File: config.mk
export PLATFORM = sky130hd
export DESIGN_NAME = entry_shift_reg_param_flat
export DESIGN_NICKNAME = d
export VERILOG_FILES = /design/src/rtl/entry_shift_reg_param_if.sv /design/src/rtl/entry_shift_reg_param.sv /design/src/flat_wrapper.sv
export SDC_FILE = /design/constraint.sdc
export NUM_CORES = 1
export LEC_CHECK = 0
export CAP_MARGIN = 20
export CORE_MARGIN = 5
export CORE_UTILIZATION = 27
export CTS_BUF_LIST = sky130_fd_sc_hd__clkbuf_16
export DETAILED_ROUTE_END_ITERATION = 10
export MAX_ROUTING_LAYER = met4
export PLACE_DENSITY = 0.44
export SYNTH_ARGS = -nofsm -noshare
export SYNTH_HDL_FRONTEND = slang
export SYNTH_SLANG_ARGS = --single-unit
File: constraint.sdc
create_clock -name clock -period 2.5 [get_ports clock]
set_input_delay 0.625 -clock clock [delete_from_list [all_inputs] [get_ports clock]]
set_output_delay 0.625 -clock clock [all_outputs]
set_load 0.05 [all_outputs]
File: src/rtl/entry_shift_reg_param_if.sv
// Player-select / button / display bundle for the multi-player
// code-entry shift register.
interface entry_shift_reg_param_if #(
  parameter int DIGIT_W     = 4,
  parameter int DEPTH       = 4,
  parameter int NUM_PLAYERS = 2
);
  localparam int BW = DIGIT_W * DEPTH;
  localparam int CW = $clog2(DEPTH + 1);

  logic [NUM_PLAYERS-1:0] enable;
  logic [DIGIT_W-1:0]     toggle_entry;
  logic                   auth_button;
  logic                   del_button;
  logic                   log_out;
  logic [BW-1:0]          entered;
  logic [CW-1:0]          count;
  logic                   valid_bit;
  logic [NUM_PLAYERS-1:0] valid_vec;
  logic                   err_pulse;

  modport master (
    output enable,
    output toggle_entry,
    output auth_button,
    output del_button,
    output log_out,
    input  entered,
    input  count,
    input  valid_bit,
    input  valid_vec,
    input  err_pulse
  );

  modport slave (
    input  enable,
    input  toggle_entry,
    input  auth_button,
    input  del_button,
    input  log_out,
    output entered,
    output count,
    output valid_bit,
    output valid_vec,
    output err_pulse
  );
endinterface

File: src/rtl/entry_shift_reg_param.sv
// Per-player digit-entry buffers with edge-detected enter/backspace,
// full lockout, log-out clear and a registered error pulse.
module entry_shift_reg_param #(
  parameter int DIGIT_W     = 4,
  parameter int DEPTH       = 4,
  parameter int NUM_PLAYERS = 2
) (
  input logic clock,
  input logic rst,
  entry_shift_reg_param_if.slave bus
);
  localparam int BW = DIGIT_W * DEPTH;
  localparam int CW = $clog2(DEPTH + 1);
  localparam int SW = (NUM_PLAYERS > 1) ?
                      $clog2(NUM_PLAYERS) : 1;

  typedef enum logic [1:0] {
    EMPTY,
    PARTIAL,
    FULL
  } state_t;

  logic [BW-1:0] buf_q [NUM_PLAYERS];
  logic [BW-1:0] buf_d [NUM_PLAYERS];
  logic [CW-1:0] cnt_q [NUM_PLAYERS];
  logic [CW-1:0] cnt_d [NUM_PLAYERS];
  state_t        st_q  [NUM_PLAYERS];
  state_t        st_d  [NUM_PLAYERS];

  logic err_q, err_d;
  logic auth_q, auth_d;
  logic del_q, del_d;
  logic auth_arm_q, auth_arm_d;
  logic del_arm_q, del_arm_d;

  logic          sel_ok;
  logic [SW-1:0] sel;
  logic          auth_edge;
  logic          del_edge;
  logic [CW-1:0] cnt_inc;
  logic [CW-1:0] cnt_dec;

  always_comb begin
    sel    = '0;
    sel_ok = (bus.enable != '0) &&
             ((bus.enable &
               (bus.enable - NUM_PLAYERS'(1))) == '0);
    for (int i = 0; i < NUM_PLAYERS; i++) begin
      if (bus.enable[i]) sel = SW'(i);
    end
  end

  // Arm flags stop a button held through reset from firing on release.
  always_comb begin
    auth_d     = bus.auth_button;
    del_d      = bus.del_button;
    auth_arm_d = auth_arm_q | ~bus.auth_button;
    del_arm_d  = del_arm_q | ~bus.del_button;
    auth_edge  = bus.auth_button & ~auth_q & auth_arm_q;
    del_edge   = bus.del_button & ~del_q & del_arm_q;
  end

  always_comb begin
    buf_d   = buf_q;
    cnt_d   = cnt_q;
    st_d    = st_q;
    err_d   = 1'b0;
    cnt_inc = cnt_q[sel] + CW'(1);
    cnt_dec = cnt_q[sel] - CW'(1);
    if (!sel_ok) begin
      err_d = auth_edge | del_edge | bus.log_out;
    end else if (bus.log_out) begin
      buf_d[sel] = '0;
      cnt_d[sel] = '0;
      st_d[sel]  = EMPTY;
    end else if (auth_edge && del_edge) begin
      err_d = 1'b1;
    end else if (auth_edge) begin
      if (st_q[sel] == FULL) begin
        err_d = 1'b1;
      end else begin
        buf_d[sel] = (buf_q[sel] << DIGIT_W) |
                     BW'(bus.toggle_entry);
        cnt_d[sel] = cnt_inc;
        st_d[sel]  = (cnt_inc == CW'(DEPTH)) ?
                     FULL : PARTIAL;
      end
    end else if (del_edge) begin
      if (st_q[sel] == EMPTY) begin
        err_d = 1'b1;
      end else begin
        buf_d[sel] = buf_q[sel] >> DIGIT_W;
        cnt_d[sel] = cnt_dec;
        st_d[sel]  = (cnt_dec == '0) ? EMPTY : PARTIAL;
      end
    end
  end

  always_ff @(posedge clock) begin
    if (!rst) begin
      for (int i = 0; i < NUM_PLAYERS; i++) begin
        buf_q[i] <= '0;
        cnt_q[i] <= '0;
        st_q[i]  <= EMPTY;
      end
      err_q      <= 1'b0;
      auth_q     <= 1'b0;
      del_q      <= 1'b0;
      auth_arm_q <= ~bus.auth_button;
      del_arm_q  <= ~bus.del_button;
    end else begin
      buf_q      <= buf_d;
      cnt_q      <= cnt_d;
      st_q       <= st_d;
      err_q      <= err_d;
      auth_q     <= auth_d;
      del_q      <= del_d;
      auth_arm_q <= auth_arm_d;
      del_arm_q  <= del_arm_d;
    end
  end

  always_comb begin
    bus.entered   = '0;
    bus.count     = '0;
    bus.valid_bit = 1'b0;
    bus.err_pulse = err_q;
    for (int i = 0; i < NUM_PLAYERS; i++) begin
      bus.valid_vec[i] = (st_q[i] == FULL);
    end
    if (sel_ok) begin
      bus.entered   = buf_q[sel];
      bus.count     = cnt_q[sel];
      bus.valid_bit = (st_q[sel] == FULL);
    end
  end
endmodule

File: src/flat_wrapper.sv
// flat-port wrapper written by rule: the top's interface ports become plain ports
module entry_shift_reg_param_flat 
#(
  parameter int DIGIT_W     = 4,
  parameter int DEPTH       = 4,
  parameter int NUM_PLAYERS = 2
)
  (clock, rst, bus_enable, bus_toggle_entry, bus_auth_button, bus_del_button, bus_log_out, bus_entered, bus_count, bus_valid_bit, bus_valid_vec, bus_err_pulse);
  entry_shift_reg_param_if #(.DIGIT_W(DIGIT_W), .DEPTH(DEPTH), .NUM_PLAYERS(NUM_PLAYERS)) bus_i ();
  input logic clock;
  input logic rst;
  input wire logic [$bits(bus_i.enable)-1:0] bus_enable;
  input wire logic [$bits(bus_i.toggle_entry)-1:0] bus_toggle_entry;
  input wire logic [$bits(bus_i.auth_button)-1:0] bus_auth_button;
  input wire logic [$bits(bus_i.del_button)-1:0] bus_del_button;
  input wire logic [$bits(bus_i.log_out)-1:0] bus_log_out;
  output wire logic [$bits(bus_i.entered)-1:0] bus_entered;
  output wire logic [$bits(bus_i.count)-1:0] bus_count;
  output wire logic [$bits(bus_i.valid_bit)-1:0] bus_valid_bit;
  output wire logic [$bits(bus_i.valid_vec)-1:0] bus_valid_vec;
  output wire logic [$bits(bus_i.err_pulse)-1:0] bus_err_pulse;
  assign bus_i.enable = bus_enable;
  assign bus_i.toggle_entry = bus_toggle_entry;
  assign bus_i.auth_button = bus_auth_button;
  assign bus_i.del_button = bus_del_button;
  assign bus_i.log_out = bus_log_out;
  assign bus_entered = bus_i.entered;
  assign bus_count = bus_i.count;
  assign bus_valid_bit = bus_i.valid_bit;
  assign bus_valid_vec = bus_i.valid_vec;
  assign bus_err_pulse = bus_i.err_pulse;
  entry_shift_reg_param #(.DIGIT_W(DIGIT_W), .DEPTH(DEPTH), .NUM_PLAYERS(NUM_PLAYERS)) u_core (.clock(clock), .rst(rst), .bus(bus_i));
endmodule
======== Word-level counts from Yosys, hierarchy flattened ========
Index checks and enable logic that the tools add are counted.
storage, ports and cells
  logic and storage cells ................. 107
  output and inout port bits .............. 23
  flip-flop bits (word level) ............. 47
cells by class
  mux-type cells .......................... 54
  eq/ne operators ......................... 7
  add/subtract/negate cells ............... 3
  reduce and logical (&&, ||, !) cells .... 9
  $lt $le $gt $ge ......................... 2
  bitwise operators ....................... 21
operators by type and width
  kind                  number
  $mux W32              6
  $mux W16              5
  $bwmux W32            2
  $mux W6               6
  $and A32 B32 Y32      1
  $not A32 Y32          1
  $mux W4               6
  $demux W16 S1         1
  $or A16 B4 Y16        1
  $mux W3               5
  $bwmux W6             2
  $mux W1               12
  $mux W2               5
  $bwmux W4             2
  $and A6 B6 Y6         1
  $eq A2 B2 Y1 const B  3
  $not A6 Y6            1
  $reduce_and A5 Y1     1
  $and A1 B1 Y1         4
  $and A4 B4 Y4         1
  $logic_not A2 Y1      2
  $not A1 Y1            4
  $not A4 Y4            1
  $or A1 B1 Y1          4
  other kinds (17)      19

======== Longest topological paths before layout ========
Gate-level depths: netlist of the first run.
  depth in word-level cells ............... 14
  depth in mapped cells ................... 9
  gate-level depth less buffers ........... 8

======== Worst setup path after synthesis of the first run ========
Ideal clock, no wire load.
  path type ............................... in2out
  start point ............................. input port bus_enable[1]
  end point ............................... output port bus_entered[10]
  slack ................................... -191 ps
  arrival ................................. 2,066 ps
  required time ........................... 1,875 ps
  stages .................................. 5
  path through ............................ buf_2 > and2b_1 > buf_2 > buf_1 > a22o_1
on the way
  word-level cells in the longest chain between the ends .. 6
  elaborated cells between the ends (all ways) .. 11
  those cells by class .................... add/sub (1); mux (5); bitwise (2); reduce/logical (3)
RTL lines
  item                                                   line                          source
  start, declared                                        flat_wrapper.sv:12            input wire logic [$bits(bus_i.enable)-1:0] bus_enable;
  branches (longest 5 deep; another with $sub A2 B1 Y2)  --
  $mux W16 (*)                                           entry_shift_reg_param.sv:131  if (sel_ok) begin
  end, declared                                          flat_wrapper.sv:17            output wire logic [$bits(bus_i.entered)-1:0] bus_entered;
Every way passes the cells marked *. The select of a mux whose other input is x is not followed.

======== Worst setup path in the final report of the first run ========
  start point ............................. register u_core.st_q[1] (netlist name)
  end point ............................... output port bus_valid_vec[1]
on the way
  word-level cells in the longest chain between the ends .. 1
RTL lines
  item                    line                          source
  start, declared         entry_shift_reg_param.sv:27   state_t st_q [NUM_PLAYERS];
  start signal, assigned  entry_shift_reg_param.sv:114  st_q <= st_d;
  $eq A2 B2 Y1            entry_shift_reg_param.sv:129  bus.valid_vec[i] = (st_q[i] == FULL);
  end, declared           flat_wrapper.sv:20            output wire logic [$bits(bus_i.valid_vec)-1:0] bus_valid_vec;
No other way between the ends.

==> qor.csv, run 1 <==
metric,value,unit
die_y,104,µm
ios,34,
num_antenna_cells,0,
num_rows,34,
async_flop_share,0,%
relSlewSlack,63.8,%
pwr-share-seq,43.0,%
maxCapViolations,0,
hpwl,4.45,mm
synthTopCellsByArea,"dfxtp_1 (39%), mux2i_1 (10%), a22o_1 (8.8%), o2bb2ai_2 (6.3%), o2bb2ai_1 (5.8%)",
swShare,24.6,%
critPathRequiredTime,1880,ps
path_class,reg2out,
synth_cell_types,40,
ys_seq_area_share,39.2,%
powerDensity,504,nW/µm²
r2r-start,u_core.st_q[1],
layout-drive-gt1-share,35.5,%
avgSynthCellArea,10.5,µm²
setup_tns,0,ps
post-place-ws,-280,ps
grt_pass1_vias,1990,
slew_viol_final,0,
timing.final.ws_setup,146,ps
fin_crit,2350,ps
coreArea,8680,µm²
first_pass_iters,4,
end_kind,output pin,
cts_tree,yes,
holdWs,455,ps
io_buffers,33,
worst_pin_slew,542,ps
leakage,1.41,nW
ant_nets,0,
synth_top_area_share,39.2,%
p_int,0.00135,W
synth_top_area_cell,dfxtp_1,
r2r-end,u_core.cnt_q[3],
nets,305,
cts_made_buffers,5,
drt_iter0_markers,68,
hp-start,u_core.auth_arm_q,
antenna_found_initial,0,
final-setup-viol-count,0,
min_to,u_core.auth_arm_q,
synth_common_cells,"dfxtp_1 (47), a22o_1 (24), mux2i_1 (24), nand2_1 (16), o2bb2ai_1 (16)",
hold_violations,0,
reg2reg_depth,6,
drc,0,
htreeDepth,2,
cts-root-buf,clkbuf_16,
critPathArrivalTime,1730,ps
insertion_delay,280,ps
p_total,0.00179,W
clk_pin_slew,70,ps
hold_class,reg2reg,
power.switching,0.000440,W
post_cts_buffers,0,
critPathSlowestCell,clkdlybuf4s50_1,
critPathBufInv,1,
clock_skew,5.43,ps
status,"complete, no violations",
ys.flop_type,dfxtp_1,
cp_max_fo,4,
area_growth,47.7,%
track_usage,11.6,%
synth_area,2400,µm²
slowest_delay,820,ps
num_vias,1972,
grt_max_degree,21,
grt_pass1_wl,10.2,mm
min_path_cells,2,
wl,6.23,mm
die_w,104,µm
vias_per_cell,4.95,
ys_ff_latch,47,
yosysMostFrequentCell,dfxtp_1,
dieArea,10900,µm²
crit_chain,"nor2b_2, clkdlybuf4s50_1",
clock_power_share,42.7,%
gr-total-overflow,0,
critical-path-top-delay-family,buffers and inverters,
synth_edf_count,0,
timing.reg2reg.setup_slack,640,ps
start_util,27.6,%
place_congestion,0.795,
ir_worst_vdd,0.261,mV
startpoint_type,flop,
comb_power_share,14.4,%
fillers,863,
syn-num-nets,245,
utilization,40.8,%
cts.path.max_buffers,2,
yosysWarnings,0,
clock.fmax,425,MHz
rsz0062_at_grt,false,
cts_sinks,47,
cp.depth,2,
syn_inst,229,
route.detailed.wl_per_inst,15.7,µm
fin_crit_sh,94.2,%
-- worst max-delay path by stage --
stage | from | to | slack [ps]
2_1_floorplan | bus_enable[1] | bus_entered[10] | -60
3_5_place_dp | bus_enable[1] | u_core.cnt_q[5] | -280
6_report | u_core.st_q[1] | bus_valid_vec[1] | 150
3_3_place_gp | bus_enable[1] | u_core.cnt_q[2] | -180
5_1_grt | bus_auth_button | u_core.buf_q[6] | 100
4_1_cts | bus_enable[0] | bus_entered[6] | 5
-- power groups by stage --
stage	logic [W]	registers (W)	clock network, W
floorplan	0.000137	0.000787	0
global placement	0.000250	0.000785	0
detailed placement	0.000249	0.000784	0
CTS	0.000249	0.000767	0.000779
global route	0.000276	0.000768	0.000807
finish	0.000257	0.000767	0.000762
-- cell type report --
class                      instances  area, µm²  area share (%)
clock buffer                       5        125            3.53
clock inverter                     3       43.8            1.24
inverter                           4       15.0           0.424
multi-input combinational        163       1440            40.6
sequential                        47        941            26.6
tap                              108        135            3.81
timing repair buffer              68        846            23.9
-- flip-flops by register name, indices dropped and copies added, names as in the netlist --
signal / flops
u_core.auth_q: 1
u_core.bus.err_pulse: 1
u_core.st_q: 4
u_core.del_arm_q: 1
u_core.cnt_q: 6
u_core.buf_q: 32
u_core.auth_arm_q: 1
u_core.del_q: 1
-- layout by cell type (no fill, tap or decap), drive strengths merged, types with 3 or more instances in the layout --
cell / count
nand3: 5
nand2: 18
and2: 6
clkdlybuf4s50: 11
dfxtp: 47
ha: 5
nor2: 11
a21oi: 13
o21ai: 3
buf: 54
a22o: 24
nor2b: 4
clkbuf: 7
mux2i: 24
a211oi: 3
o2bb2ai: 26
inv: 4
-- cell families after synthesis --
family / share of synthesized area [%]
AOI/OAI and AO/OA: 29.6
and+or+nand+nor: 13.3
DFF: 39.2
muxes: 10.5
buffers and inverters: 4.43
adders and majority gates: 2.61
xor gates and xnor gates: 0.365
-- layer usage --
layer | GRT usage (%) | routed length [µm]
met1 | 15.4 | 3110
met2 | 17.6 | 2740
met3 | 2.79 | 313
met4 | 3.52 | 70
met5 | - | 0
-- metrics by stage --
stage	instances	instance area, µm²
global route	398	3540
CTS	397	3460
floorplan	229	2420
detailed placement	389	3290
finish	398	3540
global placement	389	3290
-- worst reg2reg max path: cells and delay by family, from the launching register on --
| family | cells | cell delay, ps |
|---|---|---|
| AO/OA/AOI/OAI | 3 | 950 |
| buffers and inverters | 1 | 180 |
| flip-flops | 1 | 350 |
| AND/OR/NAND/NOR | 2 | 280 |
-- timing repair --
action                     CTS  global route
setup endpoints to repair   20            20
gates resized for setup      1            13
hold buffers                 0             0
cloned                       0             1
Power figures use the tool's default switching activity.
==> run 2, diff against run 1 <==
- MAX_ROUTING_LAYER: met4 -> unset
==> qor.csv, run 2 (synthesis gave the netlist of run 1 again) <==
metric,value,unit,change
status,"complete, no violations",,unchanged
holdWs,455,ps,about the same
layout-drive-gt1-share,35.5,%,unchanged
maxCapViolations,0,,unchanged
leakage,1.41,nW,unchanged
grt_pass1_wl,10.2,mm,about the same
track_usage,11.3,%,was 11.6%
io_buffers,33,,unchanged
fin_crit_sh,94.2,%,about the same
post_cts_buffers,0,,unchanged
antenna_found_initial,0,,unchanged
slowest_delay,820,ps,about the same
htreeDepth,2,,unchanged
grt_pass1_vias,1991,,"was 1,990"
startpoint_type,flop,,unchanged
hpwl,4.45,mm,unchanged
cts-root-buf,clkbuf_16,,unchanged
route.detailed.wl_per_inst,15.6,µm,was 15.7 µm
largest_register_ffs,32,,unchanged
first_pass_iters,4,,unchanged
ios,34,,unchanged
vias_per_cell,4.94,,was 4.95
r2r-start,u_core.st_q[1],,unchanged
final-setup-viol-count,0,,unchanged
critPathBufInv,1,,unchanged
critical-path-top-delay-family,buffers and inverters,,unchanged
powerDensity,505,nW/µm²,was 504 nW/µm²
post-place-ws,-280,ps,unchanged
area_growth,47.7,%,unchanged
cts_sinks,47,,unchanged
clock.fmax,425,MHz,about the same
hp-start,u_core.auth_arm_q,,unchanged
drt_iter0_markers,72,,was 68
num_antenna_cells,0,,unchanged
hold_class,reg2reg,,unchanged
grt_max_degree,21,,unchanged
ant_nets,0,,unchanged
top_register,u_core.buf_q,,unchanged
timing.final.ws_setup,146,ps,about the same
die_y,104,µm,unchanged
critPathSlowestCell,clkdlybuf4s50_1,,unchanged
path_class,reg2out,,unchanged
fin_crit,2350,ps,about the same
cts_tree,yes,,unchanged
gr-total-overflow,0,,unchanged
coreArea,8680,µm²,unchanged
nets,305,,unchanged
start_util,27.6,%,unchanged
critPathRequiredTime,1880,ps,about the same
slew_viol_final,0,,unchanged
cts.path.max_buffers,2,,unchanged
insertion_delay,280,ps,about the same
ir_worst_vdd,0.261,mV,about the same
drc,0,,unchanged
hold_violations,0,,unchanged
r2r-end,u_core.cnt_q[3],,unchanged
critPathArrivalTime,1730,ps,about the same
seqCellArea,941,µm²,unchanged
cts_hold_buffers,0,,unchanged
cts_made_buffers,5,,unchanged
place_congestion,0.784,,was 0.795
reg_top3,"u_core.buf_q (32), u_core.cnt_q (6), u_core.st_q (4)",,unchanged
min_path_cells,2,,unchanged
final_cell_mix,"dfxtp_1 (47), buf_4 (31), mux2i_1 (24)",,unchanged
min_to,u_core.auth_arm_q,,unchanged
fillers,863,,unchanged
rsz0062_at_grt,false,,unchanged
reg2reg_depth,6,,unchanged
crit_chain,"nor2b_2, clkdlybuf4s50_1",,unchanged
num_vias,1966,,"was 1,972"
clock_skew,6.19,ps,was 5.43 ps
cp_max_fo,4,,unchanged
worst_pin_slew,530,ps,was 542 ps
timing.reg2reg.setup_slack,640,ps,about the same
wl,6.22,mm,was 6.23 mm
die_w,104,µm,unchanged
end_kind,output pin,,unchanged
multi_input_area,1440,µm²,unchanged
clk_pin_slew,70,ps,about the same
final_common_cell,dfxtp_1,,unchanged
num_rows,34,,unchanged
dieArea,10900,µm²,unchanged
relSlewSlack,64.6,%,was 63.8%
run 2: worst reg2reg max path, delay by kind of cell (launching register included):
| kind | cells | cell delay [ps] |
|---|---|---|
| compound gates | 3 | 950 |
| buf+inv | 1 | 180 |
| flops | 1 | 350 |
| simple gates | 2 | 280 |
run 2: cell type report:
class	count	area share, %
Sequential cell	47	26.6
Clock inverter	3	1.24
Tap cell	108	3.81
Inverter	4	0.424
Clock buffer	5	3.53
Timing Repair Buffer	68	23.9
Multi-Input combinational cell	163	40.6
run 2: metrics by stage:
stage	std cells	TNS (ps)	power, W	utilization, %	cell area, µm²
floorplan	229	-640	0.000924	-	2420
detailed placement	389	-8740	0.00103	37.9	3290
global route	398	0	0.00185	40.8	3540
CTS	397	0	0.00180	39.9	3460
global placement	389	-6830	0.00103	37.9	3290
finish	398	0	0.00179	40.8	3540
run 2: how the worst max path moves through the flow:
stage	cells after the start	slack (ps)	from	end
after detailed placement	9	-280	bus_enable[1]	u_core.cnt_q[5]
after global placement	9	-180	bus_enable[1]	u_core.cnt_q[2]
after floorplan	5	-60	bus_enable[1]	bus_entered[10]
final	2	150	u_core.st_q[1]	bus_valid_vec[1]
after global routing	7	100	bus_auth_button	u_core.buf_q[6]
after CTS	5	5	bus_enable[0]	bus_entered[6]
run 2: where the power goes:
group	internal, W	switching, W
registers	0.000760	0.00000791
logic	0.000115	0.000141
clock network	0.000472	0.000293
run 2: repair_timing:
item	in CTS	in global routing
resized for setup	1	13
gates cloned	0	1
endpoints found under the setup margin	20	20
run 2: routing by layer:
| metal | global-route usage (%) | wire length (µm) |
|---|---|---|
| met1 | 15.3 | 3150 |
| met2 | 17.6 | 2740 |
| met3 | 2.86 | 266 |
| met4 | 3.52 | 74 |
| met5 | 0 | 0 |
==> run 3, diff against run 2 <==
- CAP_MARGIN: 20 -> unset
==> results of run 3 <==
The final DEF is identical to that of run 2; final timing and power are the same.
